`src/rtl/rx_arb_pkg.sv`:
```
// Shared types and widths for the RX frame round-robin arbiter.
package rx_arb_pkg;

  localparam int unsigned DATA_W = 64;
  localparam int unsigned USER_W = 80;
  localparam int unsigned KEEP_W = 8;

  typedef enum logic [1:0] {
    StIdle = 2'd0,
    StSend = 2'd1,
    StDrop = 2'd2
  } arb_state_e;

  // Port-id width; a single-bit id is kept even for degenerate port counts.
  function automatic int unsigned id_width(input int unsigned n);
    return (n > 1) ? $clog2(n) : 1;
  endfunction

endpackage

```
`src/rtl/rr_priority_pick.sv`:
```
// Round-robin pick: first requester at or after ptr_i, wrapping modulo N_PORTS.
module rr_priority_pick
  import rx_arb_pkg::*;
#(
  parameter  int unsigned N_PORTS = 2,
  localparam int unsigned ID_W    = id_width(N_PORTS)
) (
  input  logic [N_PORTS-1:0] req_i,
  input  logic [ID_W-1:0]    ptr_i,
  output logic               any_o,
  output logic [ID_W-1:0]    idx_o
);

  localparam logic [ID_W:0] NPorts = (ID_W + 1)'(N_PORTS);

  logic [N_PORTS-1:0] req_rot;
  logic [ID_W-1:0]    rot_idx;
  logic [ID_W:0]      idx_sum;

  // Rotate so the port at ptr_i lands on bit 0.
  assign req_rot = N_PORTS'({req_i, req_i} >> ptr_i);
  assign any_o   = |req_i;

  // Priority-encode the rotated vector: lowest set bit wins.
  always_comb begin
    rot_idx = '0;
    for (int k = int'(N_PORTS) - 1; k >= 0; k--) begin
      if (req_rot[k]) rot_idx = ID_W'(k);
    end
  end

  // Un-rotate back to an absolute port index.
  always_comb begin
    idx_sum = {1'b0, rot_idx} + {1'b0, ptr_i};
    if (idx_sum >= NPorts) idx_sum = idx_sum - NPorts;
    idx_o = idx_sum[ID_W-1:0];
  end

endmodule

```
`src/rtl/rx_frame_rr_arbiter.sv`:
```
// Frame-granular round-robin merge of N_PORTS RX AXIS streams into one stream.
// A grant is held until the frame's rlast; runaway frames are truncated.
module rx_frame_rr_arbiter
  import rx_arb_pkg::*;
#(
  parameter  int unsigned N_PORTS   = 2,
  parameter  int unsigned MAX_BEATS = 256,
  localparam int unsigned ID_W      = id_width(N_PORTS)
) (
  input  logic                      i_clk,
  input  logic                      i_rst,
  input  logic [N_PORTS*DATA_W-1:0] s_axis_rdata,
  input  logic [N_PORTS*USER_W-1:0] s_axis_ruser,
  input  logic [N_PORTS*KEEP_W-1:0] s_axis_rkeep,
  input  logic [N_PORTS-1:0]        s_axis_rlast,
  input  logic [N_PORTS-1:0]        s_axis_rvalid,
  output logic [N_PORTS-1:0]        s_axis_rready,
  output logic [DATA_W-1:0]         m_axis_rdata,
  output logic [USER_W-1:0]         m_axis_ruser,
  output logic [KEEP_W-1:0]         m_axis_rkeep,
  output logic                      m_axis_rlast,
  output logic                      m_axis_rvalid,
  output logic [ID_W-1:0]           m_axis_rport,
  output logic                      o_trunc_err,
  output logic                      o_busy
);

  localparam int unsigned      CNT_W   = $clog2(MAX_BEATS) + 1;
  localparam logic [CNT_W-1:0] LastCnt = CNT_W'(MAX_BEATS - 1);

  arb_state_e        state_q;
  logic [ID_W-1:0]   grant_q;
  logic [ID_W-1:0]   rr_ptr_q;
  logic [CNT_W-1:0]  beat_cnt_q;

  logic              pick_any;
  logic [ID_W-1:0]   pick_idx;
  logic [DATA_W-1:0] sel_data;
  logic [USER_W-1:0] sel_user;
  logic [KEEP_W-1:0] sel_keep;
  logic              sel_last;
  logic              sel_valid;
  logic              active;
  logic              accept;
  logic [ID_W-1:0]   ptr_next;

  rr_priority_pick #(
    .N_PORTS(N_PORTS)
  ) u_pick (
    .req_i(s_axis_rvalid),
    .ptr_i(rr_ptr_q),
    .any_o(pick_any),
    .idx_o(pick_idx)
  );

  assign active   = (state_q == StSend) || (state_q == StDrop);
  assign accept   = active && sel_valid;
  assign ptr_next = (grant_q == ID_W'(N_PORTS - 1)) ? '0 : grant_q + ID_W'(1);
  assign o_busy   = (state_q != StIdle);

  // Mux the granted port's beat; ready is decoded from registered state only.
  always_comb begin
    sel_data      = '0;
    sel_user      = '0;
    sel_keep      = '0;
    sel_last      = 1'b0;
    sel_valid     = 1'b0;
    s_axis_rready = '0;
    for (int unsigned p = 0; p < N_PORTS; p++) begin
      if (grant_q == ID_W'(p)) begin
        sel_data         = s_axis_rdata[p*DATA_W +: DATA_W];
        sel_user         = s_axis_ruser[p*USER_W +: USER_W];
        sel_keep         = s_axis_rkeep[p*KEEP_W +: KEEP_W];
        sel_last         = s_axis_rlast[p];
        sel_valid        = s_axis_rvalid[p];
        s_axis_rready[p] = active;
      end
    end
  end

  // Arbitration FSM, beat counter and registered output stage.
  always_ff @(posedge i_clk or posedge i_rst) begin
    if (i_rst) begin
      state_q       <= StIdle;
      grant_q       <= '0;
      rr_ptr_q      <= '0;
      beat_cnt_q    <= '0;
      m_axis_rdata  <= '0;
      m_axis_ruser  <= '0;
      m_axis_rkeep  <= '0;
      m_axis_rlast  <= 1'b0;
      m_axis_rvalid <= 1'b0;
      m_axis_rport  <= '0;
      o_trunc_err   <= 1'b0;
    end else begin
      // No beat by default; ruser and rport deliberately hold.
      m_axis_rdata  <= '0;
      m_axis_rkeep  <= '0;
      m_axis_rlast  <= 1'b0;
      m_axis_rvalid <= 1'b0;
      o_trunc_err   <= 1'b0;
      unique case (state_q)
        StIdle: begin
          if (pick_any) begin
            grant_q    <= pick_idx;
            beat_cnt_q <= '0;
            state_q    <= StSend;
          end
        end
        StSend: begin
          if (accept) begin
            beat_cnt_q    <= beat_cnt_q + CNT_W'(1);
            m_axis_rdata  <= sel_data;
            m_axis_ruser  <= sel_user;
            m_axis_rkeep  <= sel_keep;
            m_axis_rvalid <= 1'b1;
            m_axis_rport  <= grant_q;
            if (sel_last) begin
              m_axis_rlast <= 1'b1;
              rr_ptr_q     <= ptr_next;
              state_q      <= StIdle;
            end else if (beat_cnt_q == LastCnt) begin
              // Close the frame downstream and swallow the rest of it.
              m_axis_rlast <= 1'b1;
              o_trunc_err  <= 1'b1;
              state_q      <= StDrop;
            end
          end
        end
        StDrop: begin
          if (accept && sel_last) begin
            rr_ptr_q <= ptr_next;
            state_q  <= StIdle;
          end
        end
        default: state_q <= StIdle;
      endcase
    end
  end

endmodule

```
`config.mk`:
```
export PLATFORM = sky130hd
export DESIGN_NAME = rx_frame_rr_arbiter
export DESIGN_NICKNAME = d
export VERILOG_FILES = /design/src/rtl/rx_arb_pkg.sv /design/src/rtl/rr_priority_pick.sv /design/src/rtl/rx_frame_rr_arbiter.sv
export SDC_FILE = /design/constraint.sdc
export NUM_CORES = 1
export LEC_CHECK = 0
export BUFFER_PORTS_ARGS = -buffer_cell sky130_fd_sc_hd__clkbuf_2
export CAP_MARGIN = 0
export CORE_AREA = 2 2 180 182
export CTS_CLUSTER_DIAMETER = 40
export CTS_CLUSTER_SIZE = 28
export DETAILED_ROUTE_END_ITERATION = 7
export DIE_AREA = 0 0 182 184
export GPL_TIMING_DRIVEN = 0
export RECOVER_POWER = 100
export SYNTH_ARGS = -nofsm -noshare
export SYNTH_HDL_FRONTEND = slang
export SYNTH_SLANG_ARGS = --single-unit
```
`constraint.sdc`:
```
create_clock -name i_clk -period 6.49 [get_ports i_clk]
set_input_delay 0.3245 -clock i_clk [delete_from_list [all_inputs] [get_ports i_clk]]
set_output_delay 0.3245 -clock i_clk [all_outputs]
set_load 0.02 [all_outputs]
```
==> results of run 1 <==
-- worst register-to-register path: cells and delay by family, from the launching register on --
family,cells,cell delay (ns)
buf+inv,5,1.86
simple gates,1,0.47
flops,1,0.38
fa+ha+maj,1,0.23
compound gates,1,0.15
-- layer usage --
layer | routed length [um] | global-route usage (%) | vias up | part of all wire [%]
li1 | - | - | 3292 | -
met1 | 10600 | 17.9 | 3233 | 39
met2 | 14100 | 28.5 | 306 | 52
met3 | 2150 | 5.13 | 16 | 7.9
met4 | 402 | 4.48 | 0 | 1.5
met5 | 0 | 0 | - | 0
-- where the power goes --
group          switching, mW  total (mW)  internal, mW
logic                   1.47        2.18         0.715
registers              0.171        1.58          1.41
clock network          0.494        1.00         0.510
total                   2.13        4.76          2.63
-- cell usage after synthesis, drive strengths merged --
library cell,count
inv,10
nand3,9
a32oi,1
o211a,1
o2bb2ai,1
a21oi,5
nor3,1
nor2b,3
o211ai,3
mux2i,156
mux2,1
buf,29
or2,4
o311ai,1
o21ai,84
a32o,1
a31oi,1
a22o,2
nand2,93
clkbuf,17
nand4,1
o221ai,1
ha,5
or4b,1
or4,1
and2,2
nor2,73
dfrtp,169
or3,2
-- flip-flops by register name (all words and copies together), names as in the netlist --
signal,flops
m_axis_rport,1
state_q,2
rr_ptr_q,1
o_trunc_err,1
m_axis_rlast,1
m_axis_rdata,64
grant_q,1
m_axis_rkeep,8
m_axis_rvalid,1
m_axis_ruser,80
beat_cnt_q,9
-- through the flow --
step | util, % | cells | setup TNS [ns] | worst slack, ns
after floorplan | - | 678 | 0 | 1.59
after global placement | 32.8 | 1548 | -91.75 | -0.563
after detailed placement | 32.9 | 1549 | 0 | 4.12
after CTS | 34.7 | 1582 | 0 | 4.07
after global routing | 33.9 | 1583 | 0 | 2.36
final | 33.9 | 1583 | 0 | 2.98
-- final cells by class --
type                    count  area share [%]
plain buffers              46            1.69
flip-flops and latches    169            39.7
repair buffers            470            20.5
inverters                  10           0.364
multi-input cells         453            27.7
well taps                 402            4.72
clock buffers              18            4.03
diodes                      1          0.0235
clock inverters            14            1.22
-- logic make-up after synthesis --
family	share of synthesized area, %
compound gates	7.44
mux	21.1
fa+ha+maj	0.839
simple gates	10.4
flops	56.7
buf+inv	3.41
-- worst paths after layout --
| path | from | end |
|---|---|---|
| worst max-delay path | i_rst | m_axis_rdata[54] |
| min in group asynchronous | i_rst | m_axis_ruser[42] |
| worst min-delay path | s_axis_rvalid[0] | grant_q |
| max in group i_clk | state_q[0] | beat_cnt_q[0] |
| worst min register to register | m_axis_ruser[37] | m_axis_ruser[37] |
| worst max register to register | state_q[0] | beat_cnt_q[0] |
==> results_dict.tcl, run 1 <==
set metrics [dict create \
    h-tree-depth 4 \
    place.port_buffers 468 \
    tightest_slew_ns 4.10 \
    fmax_mhz 285 \
    syn_area_um2 7450 \
    post_cts_buffers 0 \
    ys_types 33 \
    leakage_nw 5.64 \
    die_area_um2 33500 \
    ys_seq_elements 169 \
    grt_max_degree 90 \
    crit_family "buffers and inverters" \
    hold-path-cell-count 2 \
    core_um2 31400 \
    antenna_found_initial 1 \
    initial_core_util_pct 23.7 \
    dp_hpwl_um 22000 \
    cts.path.max_buffers 2 \
    slew_viol_final 89 \
    multiInputGateArea_um2 2950 \
    post-synth-top-area-cell "dfrtp_1" \
    ys_warn_count 0 \
    dr.first_iter.drc_count 232 \
    worst-endpoint-arrival_ns 3.34 \
    ff2ff_path_depth 8 \
    gp_congestion 0.795 \
    p_total_mw 4.76 \
    cts_buffers 17 \
    crit_fanout 89 \
    cts_resized 0 \
    syn-num-nets 993 \
    synth_area_leaders "dfrtp_1 (57%), mux2i_1 (21%), o21ai_0 (5.6%)" \
    final_net_count 1482 \
    totalWireLength_um 27300 \
    syn_inst 678 \
    hold_ws_ns 0.123 \
    critPathCaptureType "async pin" \
    syn2layout_area_growth_pct 42.8 \
    io_pins 469 \
    cts_hold_buffers 1 \
    cpPeakStageDelay_ns 2.26 \
    ff_latch_area_um2 4230 \
    violations "max-capacitance violations, max-slew violations" \
    setup_violations 0 \
    final_cell_mix "clkbuf_2 (310), clkbuf_1 (196), dfrtp_1 (169), mux2i_1 (156), nand2_1 (93)" \
    finalCritPeriodShare_pct 54.0 \
    synth_top_area_share_pct 56.7 \
    ant_nets 0 \
    rsz0062_at_grt "false" \
    startpoint_type "primary input" \
    ys_seq_area_share_pct 56.7 \
    status "complete, but fails checks" \
    wl_per_cell_um 17.2 \
    r2r_slack_ns 3.26 \
    cts_sinks 169 \
    finalClockSkew_ns 0.00955 \
    row_count 65 \
    fin_crit_ns 3.51 \
    hold_path_class "in -> reg" \
    grt_pass1_wl_um 39600 \
    final_common_cell "clkbuf_2" \
    viasPerCell 4.33 \
    dpl-instance-area_um2 10300 \
    cts_tree "yes" \
    grt_pass1_vias 6928 \
    worstPathRequired_ns 6.32 \
    stdcell_area_um2 10600 \
    grt_usage_pct 15.8 \
    clk_latency_ns 0.43 \
    n_fill_cell 3373 \
    worstSetupPathType "in -> async" \
    cp_cell_sequence "dlygate4sd3_1 -> clkbuf_2 -> clkinvlp_2" \
    firstDrtPassIters 4 \
    die_w_um 182 \
    drv_cap 1 \
    syn_area_per_cell_um2 11.0 \
    worst_path_max_delay_cell "clkinvlp_2" \
    crit_buf_inv 3 \
    vias 6847 \
    drc 0 \
    die_y_um 184 \
    powerDensity_nw_per_um2 448 \
    cp.depth 3 \
    root_buffer "clkbuf_16" \
    hold_violations 0 \
    grt-ovfl-total 0 \
    drive_gt1_share_pct 29.8 \
    maxSlewHeadroom_pct -175 \
    peakVddDrop_mv 0.149 \
    path_clk_slew_ns 0.07 \
]
Power figures use the tool's default switching activity.
==> run 2, diff against run 1 <==
==> constraint.sdc (replaced) <==
create_clock -name i_clk -period 3.5 [get_ports i_clk]
set_input_delay 0.175 -clock i_clk [delete_from_list [all_inputs] [get_ports i_clk]]
set_output_delay 0.175 -clock i_clk [all_outputs]
set_load 0.02 [all_outputs]
==> run 2 against run 1 <==
Against the previous run: the run now ends clean; power rose by 99%; largest cell class unchanged; sequential share of layout area fell by 4.3 points; critical endpoint is now m_axis_ruser[57]; critical path depth rose by 6.
==> results_dict.tcl, run 2 (synthesis results as in run 1) <==
set metrics [dict create \
    status "complete, no violations" \
    critPathCaptureType "register" \
    grt_usage_pct 17.2 \
    clk_latency_ns 0.43 \
    final_common_cell "clkbuf_2" \
    ant_nets 0 \
    root_buffer "clkbuf_16" \
    final_cell_mix "clkbuf_2 (311), clkbuf_1 (186), dfrtp_1 (169), mux2i_1 (156), dlygate4sd3_1 (116)" \
    fin_crit_ns 2.69 \
    worst_path_max_delay_cell "nand3_1" \
    setup_ws_ns 0.815 \
    dp_hpwl_um 22100 \
    worstSetupPathType "reg -> reg" \
    grt_pass1_vias 7648 \
    io_pins 469 \
    regMostFlops "m_axis_ruser" \
    die_w_um 182 \
    gp_congestion 0.798 \
    peakVddDrop_mv 0.354 \
    cts_sinks 169 \
    row_count 65 \
    min_to "m_axis_rkeep[1]" \
    hold-path-cell-count 3 \
    cts_buffers 17 \
    hold_path_class "in -> reg" \
    tightest_slew_ns 1.04 \
    crit_fanout 10 \
    cp_cell_sequence "inv_1 -> ha_1 -> clkbuf_1 -> nand3_1 -> buf_6 -> buf_2 -> clkbuf_1 -> nand2_1 -> o21ai_0" \
    viasPerCell 4.36 \
    firstDrtPassIters 4 \
    min_from "s_axis_rkeep[9]" \
    pre_cts_ws_ns 1.10 \
    dpl-instance-area_um2 10400 \
    core_um2 31400 \
    hold_violations 0 \
    wl_per_cell_um 17.4 \
    grt_pass1_wl_um 43200 \
    grt-ovfl-total 0 \
    ff2ff_path_depth 9 \
    crit_start "state_q[0]" \
    die_y_um 184 \
    rsz0062_at_grt "false" \
    grt_max_degree 42 \
    cpPeakStageDelay_ns 0.46 \
    drc 0 \
    initial_core_util_pct 23.7 \
    stdcell_area_um2 12000 \
    vias 7418 \
    cts_tree "yes" \
    totalWireLength_um 29600 \
    drive_gt1_share_pct 28.1 \
    place.port_buffers 468 \
    fmax_mhz 372 \
    syn2layout_area_growth_pct 60.4 \
    top_regs "m_axis_ruser (80), m_axis_rdata (64), beat_cnt_q (9)" \
    final_net_count 1600 \
    drv_cap 0 \
    slew_viol_final 0 \
    startpoint_type "register" \
    largest_reg_flops 80 \
    finalClockSkew_ns 0.00775 \
    reg2reg_to "m_axis_ruser[57]" \
    powerDensity_nw_per_um2 794 \
    worst-endpoint-arrival_ns 2.97 \
    finalCritPeriodShare_pct 76.7 \
    cts.path.max_buffers 2 \
    h-tree-depth 4 \
    path_clk_slew_ns 0.07 \
    r2r_slack_ns 0.81 \
    maxSlewHeadroom_pct 30.0 \
    finalSetupTns_ns 0 \
    r2r_start "state_q[0]" \
    leakage_nw 6.20 \
    crit_top_cell "clkbuf_1" \
    die_area_um2 33500 \
    antenna_found_initial 3 \
    setup_violations 0 \
    worstPathRequired_ns 3.78 \
    dr.first_iter.drc_count 223 \
]
==> run 2: changes by cell type in the layout (fill, tap and decap cells not counted), sizes merged <==
cell / previous run / this run
clkbuf: 523 / 515
dlygate4sd3: 1 / 116
inv: 19 / 13
buf: 10 / 21
bufinv: 0 / 5
==> run 2: timing repair <==
| action | 4_1_cts | 5_1_grt |
|---|---|---|
| hold buffers | 116 | 0 |
| endpoints found under the hold margin | 84 | 0 |
| resized for setup | 0 | 0 |
| buffers inserted | 0 | 0 |
==> run 2: per-layer routing <==
layer | share of wire (%) | GRT usage (%)
met5 | 0 | 0
met2 | 52 | 31.8
met4 | 2.4 | 5.97
met1 | 39 | 18.8
met3 | 7.0 | 4.93
==> run 2: layout make-up <==
| type | instances | area [um^2] |
|---|---|---|
| clock inverters | 13 | 216 |
| diodes | 1 | 2.50 |
| repair buffers | 588 | 3370 |
| inverters | 10 | 38.8 |
| fillers | 3211 | 19400 |
| multi-input cells | 453 | 2950 |
| plain buffers | 46 | 203 |
| clock buffers | 18 | 439 |
| well taps | 402 | 503 |
| flip-flops and latches | 169 | 4230 |
==> run 2: how the worst max path moves through the flow <==
stage                                  end  cells past startpoint  slack, ns
after global placement    m_axis_ruser[59]                      2      0.006
final                     m_axis_ruser[57]                      9       0.81
after detailed placement  m_axis_ruser[20]                      9       1.10
after global routing      m_axis_rdata[59]                      8       0.51
after floorplan              beat_cnt_q[0]                      1       1.17
after CTS                  m_axis_rkeep[7]                      6       1.00
==> run 2: power breakdown <==
group,internal (mW),leakage [nW],switching [mW]
Clock,1.29,0.315,0.839
Combinational,1.62,3.68,2.81
Sequential,2.61,2.21,0.318
Total,5.52,6.20,3.97
==> run 2: per-stage QoR <==
stage	utilization, %	hold slack [ns]	power, mW	instances
floorplan	-	0.272	5.67	678
global placement	32.8	0.409	7.24	1548
detailed placement	33.1	0.231	7.32	1552
CTS	38.9	0.0000744	9.80	1699
global route	38.1	0.00474	10.1	1700
finish	38.1	0.0140	9.49	1700
==> run 2: critical path: cells and delay by family, from the launching register on <==
family / cells / cell delay [ns]
AO/OA/AOI/OAI: 1 / 0.10
adder cells (fa/ha/maj): 1 / 0.28
buffers and inverters: 5 / 1.22
flip-flops: 1 / 0.35
AND/OR/NAND/NOR: 2 / 0.59
==> run 3, diff against run 2 <==
--- a/config.mk
+++ b/config.mk
@@ -7,11 +7,11 @@
 export LEC_CHECK = 0
 export BUFFER_PORTS_ARGS = -buffer_cell sky130_fd_sc_hd__clkbuf_2
 export CAP_MARGIN = 0
-export CORE_AREA = 2 2 180 182
+export CORE_AREA = 2 2 184 186
 export CTS_CLUSTER_DIAMETER = 40
 export CTS_CLUSTER_SIZE = 28
 export DETAILED_ROUTE_END_ITERATION = 7
-export DIE_AREA = 0 0 182 184
+export DIE_AREA = 0 0 186 188
 export GPL_TIMING_DRIVEN = 0
 export RECOVER_POWER = 100
 export SYNTH_ARGS = -nofsm -noshare
==> constraint.sdc (replaced) <==
create_clock -name i_clk -period 2.4 [get_ports i_clk]
set_input_delay 0.12 -clock i_clk [delete_from_list [all_inputs] [get_ports i_clk]]
set_output_delay 0.12 -clock i_clk [all_outputs]
set_load 0.02 [all_outputs]
==> run 3 against run 2 <==
Against the previous run: design area increased by 13%; count of clock-buffer cells in the layout unchanged; clock skew increased by 0.0042 ns; global-route usage increased by 0.84 points; sequential cell count unchanged; highest routed layer unchanged; sequential power increased by 47%; sequential share of layout area decreased by 4.2 points; fmax increased by 19%; largest cell class is now buffers; routed wire length increased by 8.8%.
==> results_dict.tcl, run 3 (synthesis results as in run 1) <==
set metrics [dict create \
    status "complete, no violations" \
    hold_path_class "in -> reg" \
    worstPathRequired_ns 2.75 \
    fmax_mhz 445 \
    die_area_um2 35000 \
    drc 0 \
    hold_violations 0 \
    peakVddDrop_mv 0.595 \
    clk_latency_ns 0.43 \
    vias 8182 \
    hold-path-cell-count 3 \
    antenna_found_initial 4 \
    r2r_start "state_q[1]" \
    top_regs "m_axis_ruser (80), m_axis_rdata (64), beat_cnt_q (9)" \
    rsz0062_at_grt "false" \
    setup_violations 0 \
    drive_gt1_share_pct 26.4 \
    h-tree-depth 4 \
    cts_buffers 17 \
    post_cts_buffers 0 \
    r2r_slack_ns 0.15 \
    crit_family "buffers and inverters" \
    row_count 67 \
    cts_tree "yes" \
    ant_nets 0 \
    min_from "s_axis_ruser[15]" \
    slew_viol_final 0 \
    cpPeakStageDelay_ns 0.39 \
    path_clk_slew_ns 0.07 \
    tightest_slew_ns 1.05 \
    grt-ovfl-total 0 \
    grt_pass1_vias 8581 \
    dpl-instance-area_um2 10400 \
    p_total_mw 14.5 \
    worst_path_max_delay_cell "dfrtp_1" \
    cp_cell_sequence "inv_1 -> ha_2 -> nand3_4 -> buf_6 -> buf_2 -> clkbuf_1 -> nand2_1 -> o21ai_0" \
    setup_ws_ns 0.152 \
    io_pins 469 \
    reg2reg_to "m_axis_ruser[68]" \
    finalCritPeriodShare_pct 93.7 \
    die_w_um 186 \
    final_common_cell "clkbuf_2" \
    finalClockSkew_ns 0.0119 \
    ff2ff_path_depth 8 \
    firstDrtPassIters 5 \
    stdcell_area_um2 13600 \
    place.port_buffers 468 \
    worst-endpoint-arrival_ns 2.60 \
    crit_fanout 10 \
    maxSlewHeadroom_pct 29.5 \
    critPathCaptureType "register" \
    leakage_nw 6.87 \
    dr.first_iter.drc_count 336 \
    root_buffer "clkbuf_16" \
    dp.cells 1598 \
    regMostFlops "m_axis_ruser" \
    gp_congestion 0.830 \
    fin_crit_ns 2.25 \
    grt_usage_pct 18.1 \
    pre_cts_ws_ns -0.0974 \
    totalWireLength_um 32200 \
    viasPerCell 4.31 \
    min_to "m_axis_ruser[15]" \
    initial_core_util_pct 22.5 \
    wl_per_cell_um 17.0 \
    final_net_count 1750 \
    largest_reg_flops 80 \
    powerDensity_nw_per_um2 1070 \
    grt_max_degree 42 \
    crit_start "state_q[1]" \
    drv_cap 0 \
    cts.path.max_buffers 2 \
    crit_buf_inv 4 \
    worstSetupPathType "reg -> reg" \
    core_um2 33100 \
    cts_sinks 169 \
    die_y_um 188 \
    dp_hpwl_um 21900 \
    final_cell_mix "clkbuf_2 (325), dlygate4sd3_1 (269), clkbuf_1 (173), dfrtp_1 (169), mux2i_1 (156)" \
    startpoint_type "register" \
    syn2layout_area_growth_pct 81.8 \
    fin_cells 1899 \
    grt_pass1_wl_um 47100 \
]
==> run 3: worst reg2reg max path, delay by kind of cell (launching register included) <==
kind	cells	cell delay (ns)
simple gates	2	0.29
flops	1	0.39
buf+inv	4	1.05
fa+ha+maj	1	0.35
compound gates	1	0.08
==> run 3: how the worst max path moves through the flow <==
stage / endpoint / depth (start not counted)
after floorplan: beat_cnt_q[0] / 1
after CTS: m_axis_rkeep[7] / 7
after global placement: m_axis_ruser[11] / 2
after global routing: m_axis_rdata[61] / 5
after detailed placement: m_axis_rkeep[7] / 8
final: m_axis_ruser[68] / 8
==> run 3: final cells by class <==
class	instances	area [um^2]
Clock inverter	13	216
Inverter	10	38.8
Antenna cell	4	10.0
Clock buffer	18	439
Buffer	43	210
Multi-Input combinational cell	453	2970
Tap cell	448	561
Timing Repair Buffer	741	4880
Fill cell	3218	19600
Sequential cell	169	4230
==> run 3: repair_timing <==
item                       CTS  global route
hold buffers               269             0
hold endpoints to repair   162             0
setup endpoints to repair    9            54
resized for setup            0            16
==> run 3: metrics by stage <==
step | utilization, % | setup TNS, ns | hold WS, ns
final | 40.9 | 0 | 0.0326
after global routing | 40.9 | 0 | 0.0122
after CTS | 41.6 | 0 | 0.00130
after detailed placement | 31.5 | -0.261 | 0.201
after global placement | 31.3 | -166.55 | 0.356
after floorplan | - | 0 | 0.217
==> run 3: report_power, final <==
part	internal, mW	leakage (nW)	switching, mW	total [mW]
Clock	1.89	0.315	1.20	3.09
Sequential	3.81	2.21	0.514	4.32
Combinational	2.78	4.34	4.25	7.04
==> run 3: routing by layer <==
metal  vias to the layer above  GRT usage, %  share of wire [%]
met3                        58          5.36                7.4
met4                         0          7.75                3.2
met1                      3893          19.5                 38
li1                       3833             -                  -
met2                       398          32.4                 51
met5                         -             0                  0
